<file path="src/rtl/csr_regfile_pkg.sv">
// CSR addresses, write masks and reset values for the machine-mode CSR bank.
// The decode stage imports the same names so both sides agree on the address map.
package csr_regfile_pkg;

  localparam logic [11:0] CSR_MSTATUS   = 12'h300;
  localparam logic [11:0] CSR_MISA      = 12'h301;
  localparam logic [11:0] CSR_MIE       = 12'h304;
  localparam logic [11:0] CSR_MTVEC     = 12'h305;
  localparam logic [11:0] CSR_MSCRATCH  = 12'h340;
  localparam logic [11:0] CSR_MEPC      = 12'h341;
  localparam logic [11:0] CSR_MCAUSE    = 12'h342;
  localparam logic [11:0] CSR_MTVAL     = 12'h343;
  localparam logic [11:0] CSR_MIP       = 12'h344;
  localparam logic [11:0] CSR_MCYCLE    = 12'hB00;
  localparam logic [11:0] CSR_MCYCLEH   = 12'hB80;
  localparam logic [11:0] CSR_CYCLE     = 12'hC00;
  localparam logic [11:0] CSR_CYCLEH    = 12'hC80;
  localparam logic [11:0] CSR_MVENDORID = 12'hF11;
  localparam logic [11:0] CSR_MARCHID   = 12'hF12;
  localparam logic [11:0] CSR_MIMPID    = 12'hF13;
  localparam logic [11:0] CSR_MHARTID   = 12'hF14;

  // MPP is hardwired to machine mode, so it lives in the fixed pattern, not in storage.
  localparam logic [31:0] MSTATUS_WMASK = 32'h0000_0088;
  localparam logic [31:0] MSTATUS_FIXED = 32'h0000_1800;
  localparam logic [31:0] MIE_WMASK     = 32'h0000_0888;
  localparam logic [31:0] ALIGN4_MASK   = 32'hFFFF_FFFC;

  function automatic logic [31:0] csr_masked(input logic [31:0] value, input logic [31:0] mask);
    return value & mask;
  endfunction

endpackage

</file>
<file path="src/rtl/csr_counter64.sv">
// Free-running 64-bit cycle counter with independent load of each 32-bit half.
// Load takes effect at the next edge and suppresses that cycle's increment; no backpressure.
module csr_counter64 (
  input  logic        clk,
  input  logic        rst,
  input  logic        load_lo,
  input  logic        load_hi,
  input  logic [31:0] wdata,
  output logic [63:0] count
);

  always_ff @(posedge clk or negedge rst) begin
    if (!rst) begin
      count <= 64'd0;
    end else if (load_lo) begin
      count[31:0] <= wdata;
    end else if (load_hi) begin
      count[63:32] <= wdata;
    end else begin
      count <= count + 64'd1;
    end
  end

endmodule

</file>
<file path="src/rtl/csr_regfile.sv">
// Machine-mode CSR bank with the 64-bit cycle counter; combinational read of addr.
// Writes commit on the rising edge after w_enable; no backpressure, unknown/RO writes dropped.
module csr_regfile
  import csr_regfile_pkg::*;
#(
  parameter logic [31:0] HART_ID  = 32'd0,
  parameter logic [31:0] MISA_VAL = 32'h4000_0100
) (
  input  logic        clk,
  input  logic        rst,
  input  logic        w_enable,
  input  logic [31:0] addr,
  input  logic [31:0] wdata,
  output logic [31:0] rdata
);

  logic [11:0] csr_addr;
  logic        unused_addr_hi;
  logic [31:0] mstatus_q;
  logic [31:0] mie_q;
  logic [31:0] mtvec_q;
  logic [31:0] mscratch_q;
  logic [31:0] mepc_q;
  logic [31:0] mcause_q;
  logic [31:0] mtval_q;
  logic [63:0] cycle_cnt;

  assign csr_addr       = addr[11:0];
  assign unused_addr_hi = ^addr[31:12];

  always_ff @(posedge clk or negedge rst) begin
    if (!rst) begin
      mstatus_q  <= 32'd0;
      mie_q      <= 32'd0;
      mtvec_q    <= 32'd0;
      mscratch_q <= 32'd0;
      mepc_q     <= 32'd0;
      mcause_q   <= 32'd0;
      mtval_q    <= 32'd0;
    end else if (w_enable) begin
      case (csr_addr)
        CSR_MSTATUS:  mstatus_q  <= csr_masked(wdata, MSTATUS_WMASK);
        CSR_MIE:      mie_q      <= csr_masked(wdata, MIE_WMASK);
        CSR_MTVEC:    mtvec_q    <= csr_masked(wdata, ALIGN4_MASK);
        CSR_MSCRATCH: mscratch_q <= wdata;
        CSR_MEPC:     mepc_q     <= csr_masked(wdata, ALIGN4_MASK);
        CSR_MCAUSE:   mcause_q   <= wdata;
        CSR_MTVAL:    mtval_q    <= wdata;
        default: ;
      endcase
    end
  end

  // Only the machine-mode aliases load the counter; the user-mode views are read-only.
  csr_counter64 u_counter (
    .clk     (clk),
    .rst     (rst),
    .load_lo (w_enable && (csr_addr == CSR_MCYCLE)),
    .load_hi (w_enable && (csr_addr == CSR_MCYCLEH)),
    .wdata   (wdata),
    .count   (cycle_cnt)
  );

  always_comb begin
    rdata = 32'd0;
    case (csr_addr)
      CSR_MSTATUS:                rdata = MSTATUS_FIXED | mstatus_q;
      CSR_MISA:                   rdata = MISA_VAL;
      CSR_MIE:                    rdata = mie_q;
      CSR_MTVEC:                  rdata = mtvec_q;
      CSR_MSCRATCH:               rdata = mscratch_q;
      CSR_MEPC:                   rdata = mepc_q;
      CSR_MCAUSE:                 rdata = mcause_q;
      CSR_MTVAL:                  rdata = mtval_q;
      CSR_MIP:                    rdata = 32'd0;
      CSR_MCYCLE,  CSR_CYCLE:     rdata = cycle_cnt[31:0];
      CSR_MCYCLEH, CSR_CYCLEH:    rdata = cycle_cnt[63:32];
      CSR_MVENDORID, CSR_MARCHID,
      CSR_MIMPID:                 rdata = 32'd0;
      CSR_MHARTID:                rdata = HART_ID;
      default:                    rdata = 32'd0;
    endcase
  end

endmodule

</file>
<file path="config.mk">
export PLATFORM = sky130hd
export DESIGN_NAME = csr_regfile
export DESIGN_NICKNAME = d
export VERILOG_FILES = /design/src/rtl/csr_regfile_pkg.sv /design/src/rtl/csr_counter64.sv /design/src/rtl/csr_regfile.sv
export SDC_FILE = /design/constraint.sdc
export NUM_CORES = 1
export LEC_CHECK = 0
export CAP_MARGIN = 20
export CORE_UTILIZATION = 40
export CTS_BUF_LIST = sky130_fd_sc_hd__clkbuf_16
export DETAILED_ROUTE_END_ITERATION = 12
export PLACE_DENSITY_LB_ADDON = 0.15
export SLEW_MARGIN = 10
export SYNTH_ARGS = -nofsm -noshare
export SYNTH_HDL_FRONTEND = slang
export SYNTH_HIERARCHICAL = 1
export SYNTH_SLANG_ARGS = --single-unit
</file>
<file path="constraint.sdc">
create_clock -name clk -period 2.3 [get_ports clk]
set_input_delay 0.46 -clock clk [delete_from_list [all_inputs] [get_ports clk]]
set_output_delay 0.46 -clock clk [all_outputs]
set_load 0.01 [all_outputs]
</file>
Yosys cells after proc, flatten, opt, wreduce, memory -nomap -nowiden

Cells that the tools add are included.

Bits in registers: 225
Input port bits: 67
Output and inout bits: 32
Logic and storage cells: 38

$add $sub $neg: 1
Eq/ne operators: 13
Multiplexer cells: 4
Reduce and logical (&&, ||, !) cells: 11

Operators by type and width:

| cell                  | number |
|---|---|
| $pmux 32 s10          | 1 |
| $eq 12x10->1 const B  | 8 |
| $mux 32               | 3 |
| $add 64x1->64 const B | 1 |
| $eq 12x12->1 const B  | 4 |
| $reduce_and 2->1      | 7 |
| $reduce_or 2->1       | 2 |
| $logic_and 1x1->1     | 2 |
| $ne 2x1->1 const B    | 1 |

Logic depth before layout (Yosys ltp)

Word-level depth: 4
Mapped depth: 12

Modules after synthesis

The synthesis kept the hierarchy.

Modules (own cells, without submodules):

| module        | instances | cells each | area an instance (µm²) | sequential area each (µm²) |
|---|---|---|---|---|
| csr_regfile   | 1         | 576        | 8232.9                 | 4028.9 |
| csr_counter64 | 1         | 480        | 4060.1                 | 1601.5 |

Least setup slack after synthesis

No wires, ideal clock.

Kind: input to register
Start: in addr[0]
End: reg u_counter.count[47]
Library setup time: 0.094 ns
Data arrival time: 2.478 ns
Required time: 2.206 ns
Slack: -0.272 ns
Stages on the path: 11
Path buffers: 4
Cell sequence: buf_2 -> nor4_4 -> nand4_1 -> nor2_1 -> clkbuf_1 -> inv_1 -> nand2_1 -> clkbuf_1 -> clkbuf_1 -> nor3_1 -> a211oi_1

Longest elaborated chain between the ends: 3
Elaborated cells on any way between the ends: 5
Those cells by class: eq/ne (2); mux (1); reduce/logical (2)

Ends and longest elaborated chain:

| element                | line                | source |
|---|---|---|
| start: declaration     | csr_regfile.sv:12   | `input logic [31:0] addr,` |
| $eq 12x12->1           | csr_regfile.sv:59   | `.load_hi (w_enable && (csr_addr == CSR_MCYCLEH)),` |
| $logic_and 1x1->1      | csr_regfile.sv:59   |  |
| $mux 32                | csr_counter64.sv:17 | `end else if (load_hi) begin` |
| end signal: assignment | csr_counter64.sv:18 | `count[63:32] <= wdata;` |
| end signal: assignment | csr_counter64.sv:20 | `count <= count + 64'd1;` |
| end: declaration       | csr_counter64.sv:9  | `output logic [63:0] count` |

Several ways; a longest one is shown, not always the timed one.
A chain may end at the register's enable or synchronous reset.

Final worst setup path

Start: in addr[2]
End: out rdata[26]

Longest elaborated chain between the ends: 3
Elaborated cells on any way between the ends: 15
Those cells by class: eq/ne (12); mux (1); reduce/logical (2)

Ends and longest elaborated chain:

| element          | line              | source |
|---|---|---|
| $eq 12x12->1     | csr_regfile.sv:66 | `case (csr_addr)` |
| $reduce_or 2->1  | csr_regfile.sv:66 |  |
| $pmux 32 s10 *   | csr_regfile.sv:66 |  |
| end: declaration | csr_regfile.sv:14 | `output logic [31:0] rdata` |

Mark *: on every way between the ends. The rest lies on a longest branch, timed or not.

==> out/results.txt <==
initial antenna violation count -> 1
Synth Net Count -> 1124
post-synth cell types -> 71
I/O Buffers -> 78
Die Width -> 177 um
IO Pins -> 99
Hold Crit Class -> in2async
Avg Inst Size Synth -> 11.6 um^2
Worst Path Arrival -> 1.97 ns
WL final -> 38000 um
Slew Limit Fails -> 0
crit path max fanout -> 6
Max-Cap Viols -> 0
most frequent CP cell -> buf_6
worst setup margin -> -0.135 ns
ys flop type -> dfrtp_1
DR vias -> 9539
FMAX -> 411 MHz
commonest non-fill, non-tap cell in the layout -> dfrtp_1
gr usage total -> 24.9%
diode count -> 0
nets@finish -> 1337
outcome -> finished with violations
Overall Power -> 9.49 mW
drt pass-1 iters -> 5
worst vdd ir -> 0.558 mV
wire per inst -> 22.6 um
Yosys top cell area share -> 45.8%
RSZ-0062 raised after global routing -> true
largest net degree at the start of global routing -> 69
clock-pin slew on the worst setup and hold paths -> 0.06 ns
number of synthesized flops with an enable pin -> 0
Required @ worst endpoint -> 1.84 ns
Final Hold Viols -> 0
vias per inst -> 5.68
Seq cells post-synth -> 225
CTS tree -> yes
CTS max path bufs -> 3
cell count after synthesis -> 1056
DR DRC count -> 0
synth warn -> 6
power per cell area -> 586 nW/um^2
dpl hpwl -> 25300 um
Place WS -> -0.859 ns
dpl cell area -> 14600 um^2
Starting Density -> 41.0%
CP Class -> in2out
crit path time final -> 2.43 ns
gpl congestion -> 0.844
P&R area growth vs syn -> 31.7%
Num CTS Buffers -> 26
Relative slew margins -> 61.2%
vias in the first global route -> 9807
Die Area -> 31400 um^2
Sink Count -> 225
largest cells by area after synthesis -> dfrtp_1 46%, mux2_2 9.4%, mux2_4 7.3%, mux4_2 4.4%, mux2i_1 3.7%
CP max stage delay -> 0.34 ns
critical path's slowest cell -> nor4_4
fin area -> 16200 um^2
commonest non-fill, non-tap cells in the layout -> 225 x dfrtp_1, 127 x buf_4, 112 x nand2_1, 102 x mux2_2, 61 x mux2_4
H-Tree Depth -> 1
Final Cycle Share -> 106%
clock skew -> 0.00824 ns
Final ANT Viol Nets -> 0
Root Buffer Master -> clkbuf_16
Remaining Overflow, GRT -> 0
Slew @ Worst Pin -> 0.582 ns
leakage power -> 7.63 nW
First DRT Iteration DRCs -> 660
num rows -> 63
setup TNS -> -1.35 ns
Post-Synthesis Cell Area -> 12300 um^2
final setup vio count -> 23
crit-path cells -> buf_6 > buf_6 > nor4_4 > o2111ai_4 > buf_12 > buf_16 > nor2_4 > a221o_1 > buf_2
first-pass GRT wire length -> 59400 um
failing checks -> setup timing
crit path capture type -> output port
cell taking the most area after synthesis -> dfrtp_1
Async S/R FF share, synth -> 100%
crit start category -> input port
share of layout cells above drive strength 1 -> 40.6%
sequential share of the synthesized area -> 45.8%
worst skew pair latency -> 0.54 ns
CORE AREA -> 30000 um^2
Die H -> 177 um
==> cell usage after synthesis, drive strengths merged, types with 9 or more instances <==
| library cell | instances |
|---|---|
| nor3 | 20 |
| clkbuf | 30 |
| nand4 | 32 |
| a21oi | 16 |
| xnor2 | 20 |
| mux4 | 24 |
| o21ai | 37 |
| mux2 | 166 |
| nor2 | 51 |
| and3 | 15 |
| inv | 13 |
| nor4 | 13 |
| xor2 | 11 |
| a2bb2oi | 18 |
| mux2i | 45 |
| o22ai | 9 |
| nand3 | 45 |
| nand2 | 115 |
| o211ai | 17 |
| buf | 36 |
| dfrtp | 225 |
| a22oi | 21 |
==> worst paths after layout <==
path | start | cells past startpoint | slack, ns | end
max | addr[2] | 9 | -0.13 | rdata[26]
min | rst | 2 | 0.49 | mepc_q[8]
max reg2reg | u_counter/count[13] | 6 | 0.07 | u_counter/count[18]
min reg2reg | mscratch_q[14] | 1 | 0.50 | mscratch_q[14]
max in group asynchronous | rst | 3 | 1.09 | mscratch_q[11]
min in group clk | mscratch_q[14] | 1 | 0.50 | mscratch_q[14]
==> sequential cells by signal (all words and copies together) (netlist names) <==
signal and cells:
u_counter/count 64, mcause_q 32, mscratch_q 32, mtval_q 32, mepc_q 30, mtvec_q 30
mie_q 3, mstatus_q 2
==> through the flow <==
stage               std cells  hold slack [ns]  util [%]
finish                   1679            0.491      54.0
global route             1679            0.513      54.0
CTS                      1673            0.490      53.5
detailed placement       1595            0.475      48.8
global placement         1595            0.474      48.8
floorplan                1056            0.164         -
==> metal layers <==
layer | vias to the layer above | track usage, % | wire (um)
met4 | 2 | 7.37 | 1030
met3 | 60 | 3.86 | 1890
met1 | 4807 | 35.2 | 17500
li1 | 4386 | - | -
met5 | - | 0 | 6
met2 | 284 | 39.3 | 17600
==> cell families (layout without fill, tap and decap cells) <==
group	after synthesis	in the layout	share of synthesized area (%)
compound gates	151	151	8.63
xor+xnor	31	31	2.21
fa+ha+maj	1	1	0.102
simple gates	334	334	14.9
mux	235	235	25.1
buf+inv	79	312	3.26
flops	225	225	45.8
==> what timing repair did <==
action,in CTS,in global routing
setup buffers,22,8
resized for setup,218,35
endpoints found under the setup margin,35,47
gates cloned,7,0
hold buffers,1,0
pin swaps,24,20
endpoints found under the hold margin,61,0
==> critical path: cells and delay by family <==
kind                   cells  cell delay, ns
buffers and inverters      5            0.70
AO/OA/AOI/OAI              2            0.37
AND/OR/NAND/NOR            2            0.42
==> where the power goes <==
part           switching (mW)  internal, mW
logic                   0.405         0.341
clock network            1.72          2.90
registers              0.0958          4.03
==> final cells by class <==
type | instances | area [um^2]
fill | 2566 | 13800
multi-input combinational | 752 | 6600
sequential | 225 | 5630
timing repair buffer | 251 | 2470
clock buffer | 27 | 676
tap | 390 | 488
clock inverter | 21 | 277
inverter | 13 | 48.8
(Power assumes the default switching activity.)
==> variant 1 (same flow settings) <==
Register the inputs `w_enable`, `addr` and `wdata` before use, without a reset. The logic sees them one clock later. Comments in the files are not updated.
--- a/src/rtl/csr_regfile.sv
+++ b/src/rtl/csr_regfile.sv
@@ -14,6 +14,16 @@
   output logic [31:0] rdata
 );
 
+  logic w_enable_q;
+  logic [31:0] addr_q;
+  logic [31:0] wdata_q;
+
+  always_ff @(posedge clk) begin
+    w_enable_q <= w_enable;
+    addr_q     <= addr;
+    wdata_q    <= wdata;
+  end
+
   logic [11:0] csr_addr;
   logic        unused_addr_hi;
   logic [31:0] mstatus_q;
@@ -25,8 +35,8 @@
   logic [31:0] mtval_q;
   logic [63:0] cycle_cnt;
 
-  assign csr_addr       = addr[11:0];
-  assign unused_addr_hi = ^addr[31:12];
+  assign csr_addr       = addr_q[11:0];
+  assign unused_addr_hi = ^addr_q[31:12];
 
   always_ff @(posedge clk or negedge rst) begin
     if (!rst) begin
@@ -37,15 +47,15 @@
       mepc_q     <= 32'd0;
       mcause_q   <= 32'd0;
       mtval_q    <= 32'd0;
-    end else if (w_enable) begin
+    end else if (w_enable_q) begin
       case (csr_addr)
-        CSR_MSTATUS:  mstatus_q  <= csr_masked(wdata, MSTATUS_WMASK);
-        CSR_MIE:      mie_q      <= csr_masked(wdata, MIE_WMASK);
-        CSR_MTVEC:    mtvec_q    <= csr_masked(wdata, ALIGN4_MASK);
-        CSR_MSCRATCH: mscratch_q <= wdata;
-        CSR_MEPC:     mepc_q     <= csr_masked(wdata, ALIGN4_MASK);
-        CSR_MCAUSE:   mcause_q   <= wdata;
-        CSR_MTVAL:    mtval_q    <= wdata;
+        CSR_MSTATUS:  mstatus_q  <= csr_masked(wdata_q, MSTATUS_WMASK);
+        CSR_MIE:      mie_q      <= csr_masked(wdata_q, MIE_WMASK);
+        CSR_MTVEC:    mtvec_q    <= csr_masked(wdata_q, ALIGN4_MASK);
+        CSR_MSCRATCH: mscratch_q <= wdata_q;
+        CSR_MEPC:     mepc_q     <= csr_masked(wdata_q, ALIGN4_MASK);
+        CSR_MCAUSE:   mcause_q   <= wdata_q;
+        CSR_MTVAL:    mtval_q    <= wdata_q;
         default: ;
       endcase
     end
@@ -55,9 +65,9 @@
   csr_counter64 u_counter (
     .clk     (clk),
     .rst     (rst),
-    .load_lo (w_enable && (csr_addr == CSR_MCYCLE)),
-    .load_hi (w_enable && (csr_addr == CSR_MCYCLEH)),
-    .wdata   (wdata),
+    .load_lo (w_enable_q && (csr_addr == CSR_MCYCLE)),
+    .load_hi (w_enable_q && (csr_addr == CSR_MCYCLEH)),
+    .wdata   (wdata_q),
     .count   (cycle_cnt)
   );
 
Behaviour: not the same (a bounded check fails within 4 cycles, from zero or initial values and one cycle with rst low).
==> variant 1 against the unedited design <==
  * The flow still finishes with violations (setup timing)
  * Critical endpoint is now rdata[30]
  * Routed wire length is 0.48% lower
  * Largest cell class is now flip-flops and latches
  * Via count is 7.3% higher
  * Sequential cell count up 45
  * Power increased by 12%
  * Synthesized cell count grew 9.8%
  * Sequential power grew 22%
  * Final cell count grew 10%
  * Final area increased by 6.5%
  * Setup slack got worse by 0.41 ns
  * Synthesized area rose by 6.7%
==> variant 1: results (changes against the unedited design) <==
global-route wire length before repair 59500 um (was 59400 um); fraction of the mapped netlist area in compound gates 0.100 (was 0.0863); #FFs+latches synth 270 (was 225); number of ordinary and repair buffers in the finished layout 272 (was 251); multi-input gate area in the final layout 6530 um2 (was 6600 um2); Hold WS 0.327 ns (was 0.491 ns); maximum net fanout on the critical path 4 (was 6); top cell family by delay on the critical path simple AND/OR/NAND/NOR gates (was buffers and inverters); clock tree cell share of total cell area 0.0590 (was 0.0588); final design utilization 0.541 (was 0.540); Clock Buffer Count 33 (was 27); largest net degree at the start of global routing 61 (was 69); worst reg2reg path startpoint addr_q[5]$_DFF_P_ (was u_counter/count[13]$_DFFE_PN0P_); share of final-layout standard cells stronger than drive strength 1 0.356 (was 0.406); CTS buffer count 30 (was 26); cell at the slowest stage of the critical path sky130_fd_sc_hd__or4b_4 (was sky130_fd_sc_hd__nor4_4); routability-driven placement congestion ratio 0.888 (was 0.844); worst stage delay on the critical path 0.58 ns (was 0.34 ns); ranking of synthesized cells by area sky130_fd_sc_hd__dfrtp_1, sky130_fd_sc_hd__mux2_2, sky130_fd_sc_hd__dfxtp_1 (was sky130_fd_sc_hd__dfrtp_1, sky130_fd_sc_hd__mux2_2, sky130_fd_sc_hd__mux2_4); nets in the synthesized netlist 1227 (was 1124); leakage power summed over all cells 7.88 nW (was 7.63 nW); endpoint of the most critical register-to-register path mepc_q[16]$_DFFE_PN0P_ (was u_counter/count[18]$_DFFE_PN0P_); adder-cell area share of the yosys netlist 0.000954 (was 0.00102); number of cells on the worst reg-to-reg path 6 (unchanged); final setup skew 0.0153 ns (was 0.00824 ns); HPWL reported at the end of detailed placement 25900 um (was 25300 um); number of antenna violations at the first check in global routing 0 (was 1); number of resized instances in the post-cts repair step 195 (was 218); All-Layer GR Usage 0.228 (was 0.249); count of non-filler cells in the finished layout 1849 (was 1679); Final non-clock buffer share 0.147 (was 0.152); Arr. time, crit path 2.39 ns (was 1.97 ns); setup TNS -14.43 ns (was -1.35 ns); Worst Tran Pin Value 0.474 ns (was 0.582 ns); count of distinct cell types in the synthesized netlist 76 (was 71); Multi-In Gates 802 (was 752); violated checks setup timing (unchanged); highest ir drop seen on vdd 619 uV (was 558 uV); count of fill cells added during filler insertion 2825 (was 2566); register area 6550 um2 (was 5630 um2); cell area after placement 15700 um2 (was 14600 um2); leading post-synthesis cells by instance count sky130_fd_sc_hd__dfrtp_1, sky130_fd_sc_hd__mux2_2, sky130_fd_sc_hd__nand2_1 (was sky130_fd_sc_hd__dfrtp_1, sky130_fd_sc_hd__nand2_1, sky130_fd_sc_hd__mux2_2); syn_area_per_cell 11.3 um2 (was 11.6 um2); setup violation total in the final timing report 32 (was 23); clock latency on the worst-skew pair 0.57 ns (was 0.54 ns); Nets 1458 (was 1337); number of vias in the routed layout 10200 (was 9539); fraction of synthesized area in multiplexers 0.213 (was 0.251); minimum setup slack in the final design -0.548 ns (was -0.135 ns); detailed-route wire length 37800 um (was 38000 um); Die X-Extent 183 um (was 177 um); status complete, but fails checks (unchanged)
variant 1: cell count changes in the layout (fill, tap and decap cells not counted), moves of 13 or more:
cell                      delta
sky130_fd_sc_hd__buf_4      +13
sky130_fd_sc_hd__dfxtp_1    +38
sky130_fd_sc_hd__mux2_2     +20
sky130_fd_sc_hd__mux2_4     -31
sky130_fd_sc_hd__mux2i_1    +41
sky130_fd_sc_hd__mux4_2     -24
sky130_fd_sc_hd__o22ai_1    +20
variant 1: report_power, final:
group	total (W)	leakage (nW)	internal (W)	switching, W
clock network	0.00487	0.515	0.00291	0.00196
registers	0.00502	3.51	0.00485	0.000164
logic	0.000776	3.86	0.000392	0.000384
total	0.0107	7.88	0.00815	0.00251
variant 1: worst max path at each step:
stage | endpoint | slack (ns) | cells after the start | startpoint
after floorplan | rdata[24] | -0.009 | 6 | addr_q[2]$_DFF_P_
after global placement | rdata[15] | -0.38 | 7 | addr_q[3]$_DFF_P_
after detailed placement | rdata[15] | -0.36 | 6 | addr_q[2]$_DFF_P_
after CTS | rdata[15] | -0.62 | 9 | addr_q[4]$_DFF_P_
after global routing | rdata[30] | -0.64 | 8 | addr_q[5]$_DFF_P_
final | rdata[30] | -0.55 | 8 | addr_q[5]$_DFF_P_
variant 1: metal layers:
metal / part of all wire / global-route usage / vias up / wire length (um)
li1: - / - / 4766 / -
met3: 0.037 / 0.0256 / 66 / 1410
met1: 0.47 / 0.325 / 5172 / 17900
met5: 0 / 0 / - / 0
met4: 0.031 / 0.0720 / 0 / 1180
met2: 0.46 / 0.362 / 233 / 17300
variant 1: cell families after synthesis:
group / after synthesis
AND/OR/NAND/NOR: 333
flip-flops: 270
XOR/XNOR: 31
multiplexers: 248
adder cells (fa/ha/maj): 1
buffers and inverters: 87
AO/OA/AOI/OAI: 189
==> variant 2 (same flow settings) <==
Made on the original files. `MISA_VAL`: 32'h4000_0100 -> 32'h20000080.
--- a/src/rtl/csr_regfile.sv
+++ b/src/rtl/csr_regfile.sv
@@ -4,7 +4,7 @@
   import csr_regfile_pkg::*;
 #(
   parameter logic [31:0] HART_ID  = 32'd0,
-  parameter logic [31:0] MISA_VAL = 32'h4000_0100
+  parameter logic [31:0] MISA_VAL = 32'h20000080
 ) (
   input  logic        clk,
   input  logic        rst,
Behaviour: not the same (Yosys sat finds a counterexample within 4 cycles, from zero or initial values and one cycle with rst low).
==> variant 2 against the unedited design <==
  * The flow still finishes with violations (setup timing)
  * Critical endpoint is now rdata[29]
  * Count of clock-buffer cells in the layout unchanged
  * Synthesized area down 3.1%
  * Routed wire length up 3.3%
  * Largest power group is now sequential cells
  * Synthesized cell count up 0.85%
  * Maximum frequency down 4.1%
  * Sequential cell count unchanged
  * Setup slack worse by 0.11 ns
  * Final area down 0.82%
  * Power down 5.3%
==> variant 2: results (changes against the unedited design) <==
detailed-route wire length 39300 um (was 38000 um); Port Buffer Count 78 (unchanged); violated checks setup timing (unchanged); global-route wire length before repair 61000 um (was 59400 um); ranking of synthesized cells by area sky130_fd_sc_hd__dfrtp_1, sky130_fd_sc_hd__mux2_2, sky130_fd_sc_hd__mux2_4 (unchanged); cell at the slowest stage of the critical path sky130_fd_sc_hd__mux2i_1 (was sky130_fd_sc_hd__nor4_4); setup violation total in the final timing report 32 (was 23); status complete, but fails checks (unchanged); share of final-layout standard cells stronger than drive strength 1 0.397 (was 0.406); CTS buffer count 27 (was 26); clock root buffer sky130_fd_sc_hd__clkbuf_16 (unchanged); clock slew at reported path FFs roughly 0.050 ns; proportion of synthesized chip area in sequential cells 0.473 (was 0.458); number of antenna violations at the first check in global routing 0 (was 1); count of fill cells added during filler insertion 2533 (was 2566); HPWL reported at the end of detailed placement 27200 um (was 25300 um); number of design-rule violations left by the first detailed-router iteration 819 (was 660); count of distinct cell types in the synthesized netlist 72 (was 71); leading post-synthesis cells by instance count sky130_fd_sc_hd__dfrtp_1, sky130_fd_sc_hd__mux2_2, sky130_fd_sc_hd__nand2_1 (was sky130_fd_sc_hd__dfrtp_1, sky130_fd_sc_hd__nand2_1, sky130_fd_sc_hd__mux2_2); largest net degree at the start of global routing 58 (was 69); routability-driven placement congestion ratio 0.886 (was 0.844); number of synthesized flops with an enable pin 0 (unchanged); count of non-filler cells in the finished layout 1708 (was 1679); All-Layer GR Usage 0.261 (was 0.249); Vias per Instance 5.84 (was 5.68); syn_area_per_cell 11.2 um2 (was 11.6 um2); leakage power summed over all cells 7.32 nW (was 7.63 nW); setup TNS -5.74 ns (was -1.35 ns); number of global-route vias before repair 9983 (was 9807); final setup skew 0.0197 ns (was 0.00824 ns); Placed Cells 1624 (was 1595); worst stage delay on the critical path 0.46 ns (was 0.34 ns); reported net switching power 0.00219 W (was 0.00222 W); part of the total power dissipated in combinational logic 0.083 (was 0.079); antenna cell count 0 (unchanged); largest register by flop count u_counter/count (unchanged); top cell family by delay on the critical path buffers and inverters (unchanged); most used flip-flop cell after synthesis sky130_fd_sc_hd__dfrtp_1 (unchanged); maximum net fanout on the critical path 16 (was 6); class of the tightest hold or removal check input pin to asynchronous set/reset pin (unchanged); fraction of registers with async set or reset after synthesis 1.00 (unchanged); Seq pwr share 0.459 (was 0.435); CTS max path bufs 3 (unchanged); nets in the synthesized netlist 1133 (was 1124); number of warnings printed during yosys synthesis 6 (unchanged); highest ir drop seen on vdd 456 uV (was 558 uV); TritonRoute pass-1 iters 5 (unchanged); Nets 1373 (was 1337); Worst Tran Pin Value 0.539 ns (was 0.582 ns); minimum setup slack in the final design -0.240 ns (was -0.135 ns); clock latency on the worst-skew pair 0.54 ns (about the same)
==> variant 2: cell count changes in the layout (fill, tap and decap cells not counted), moves of 12 or more <==
| cell | change |
|---|---|
| sky130_fd_sc_hd__a22oi_1 | +26 |
| sky130_fd_sc_hd__a222oi_1 | +25 |
| sky130_fd_sc_hd__mux4_2 | -24 |
| sky130_fd_sc_hd__buf_4 | +26 |
| sky130_fd_sc_hd__nand2_1 | -25 |
| sky130_fd_sc_hd__o22a_1 | +12 |
| sky130_fd_sc_hd__mux2_2 | +29 |
| sky130_fd_sc_hd__buf_6 | +19 |
| sky130_fd_sc_hd__mux2_4 | -31 |
==> variant 2: area by class of cell <==
class                   count  area (um2)  share of cell area
repair buffers            282        2700               0.168
multi-input cells         756        6350               0.396
clock inverters            21         170              0.0106
inverters                  13        48.8             0.00304
clock buffers              27         676              0.0421
well taps                 384         480              0.0299
flip-flops and latches    225        5630               0.351
==> variant 2: routing by layer <==
layer	vias to the layer above	routed length, um	GRT usage
met2	328	17400	0.396
met3	54	2260	0.0337
met5	-	0	0
li1	4522	-	-
met1	5076	18800	0.396
met4	0	733	0.0587
==> variant 2: kinds of logic after synthesis <==
family                     count (synthesis)  share of synthesized area
and+or+nand+nor                          316                      0.148
DFF                                      225                      0.473
AOI/OAI and AO/OA                        204                      0.127
muxes                                    204                      0.198
buffers and inverters                     84                     0.0301
xor gates and xnor gates                  31                     0.0228
adders and majority gates                  1                    0.00105
==> variant 2: path summary, 6_finish.rpt <==
path	end	slack (ns)	depth (start not counted)	start
max	rdata[29]	-0.24	8	addr[0]
min	mtval_q[8]$_DFFE_PN0P_	0.46	2	rst
max reg2reg	u_counter/count[47]$_DFFE_PN0N_	0.10	8	u_counter/count[6]$_DFFE_PN0P_
min reg2reg	mscratch_q[14]$_DFFE_PN0P_	0.49	1	mscratch_q[14]$_DFFE_PN0P_
max in group asynchronous	u_counter/count[20]$_DFFE_PN0P_	1.07	3	rst
min in group clk	mscratch_q[14]$_DFFE_PN0P_	0.49	1	mscratch_q[14]$_DFFE_PN0P_
==> variant 2: metrics by stage <==
stage	total power [W]	hold WS [ns]	setup WS (ns)	instance area (um2)	utilization
finish	0.00899	0.457	-0.240	16100	0.553
global route	0.00928	0.499	-0.263	16100	0.553
CTS	0.00902	0.464	-0.315	15800	0.545
detailed placement	0.00488	0.423	-1.17	14600	0.504
global placement	0.00487	0.423	-1.15	14600	0.504
floorplan	0.00440	0.164	-0.0852	12200	-
==> variant 2: repair_timing <==
| action | in CTS | in global routing |
|---|---|---|
| cloned | 5 | 0 |
| pin swaps | 45 | 37 |
| hold buffers | 1 | 0 |
| buffers inserted | 18 | 16 |
| endpoints found under the setup margin | 141 | 47 |
| resized for setup | 217 | 52 |
| hold endpoints to repair | 53 | 0 |
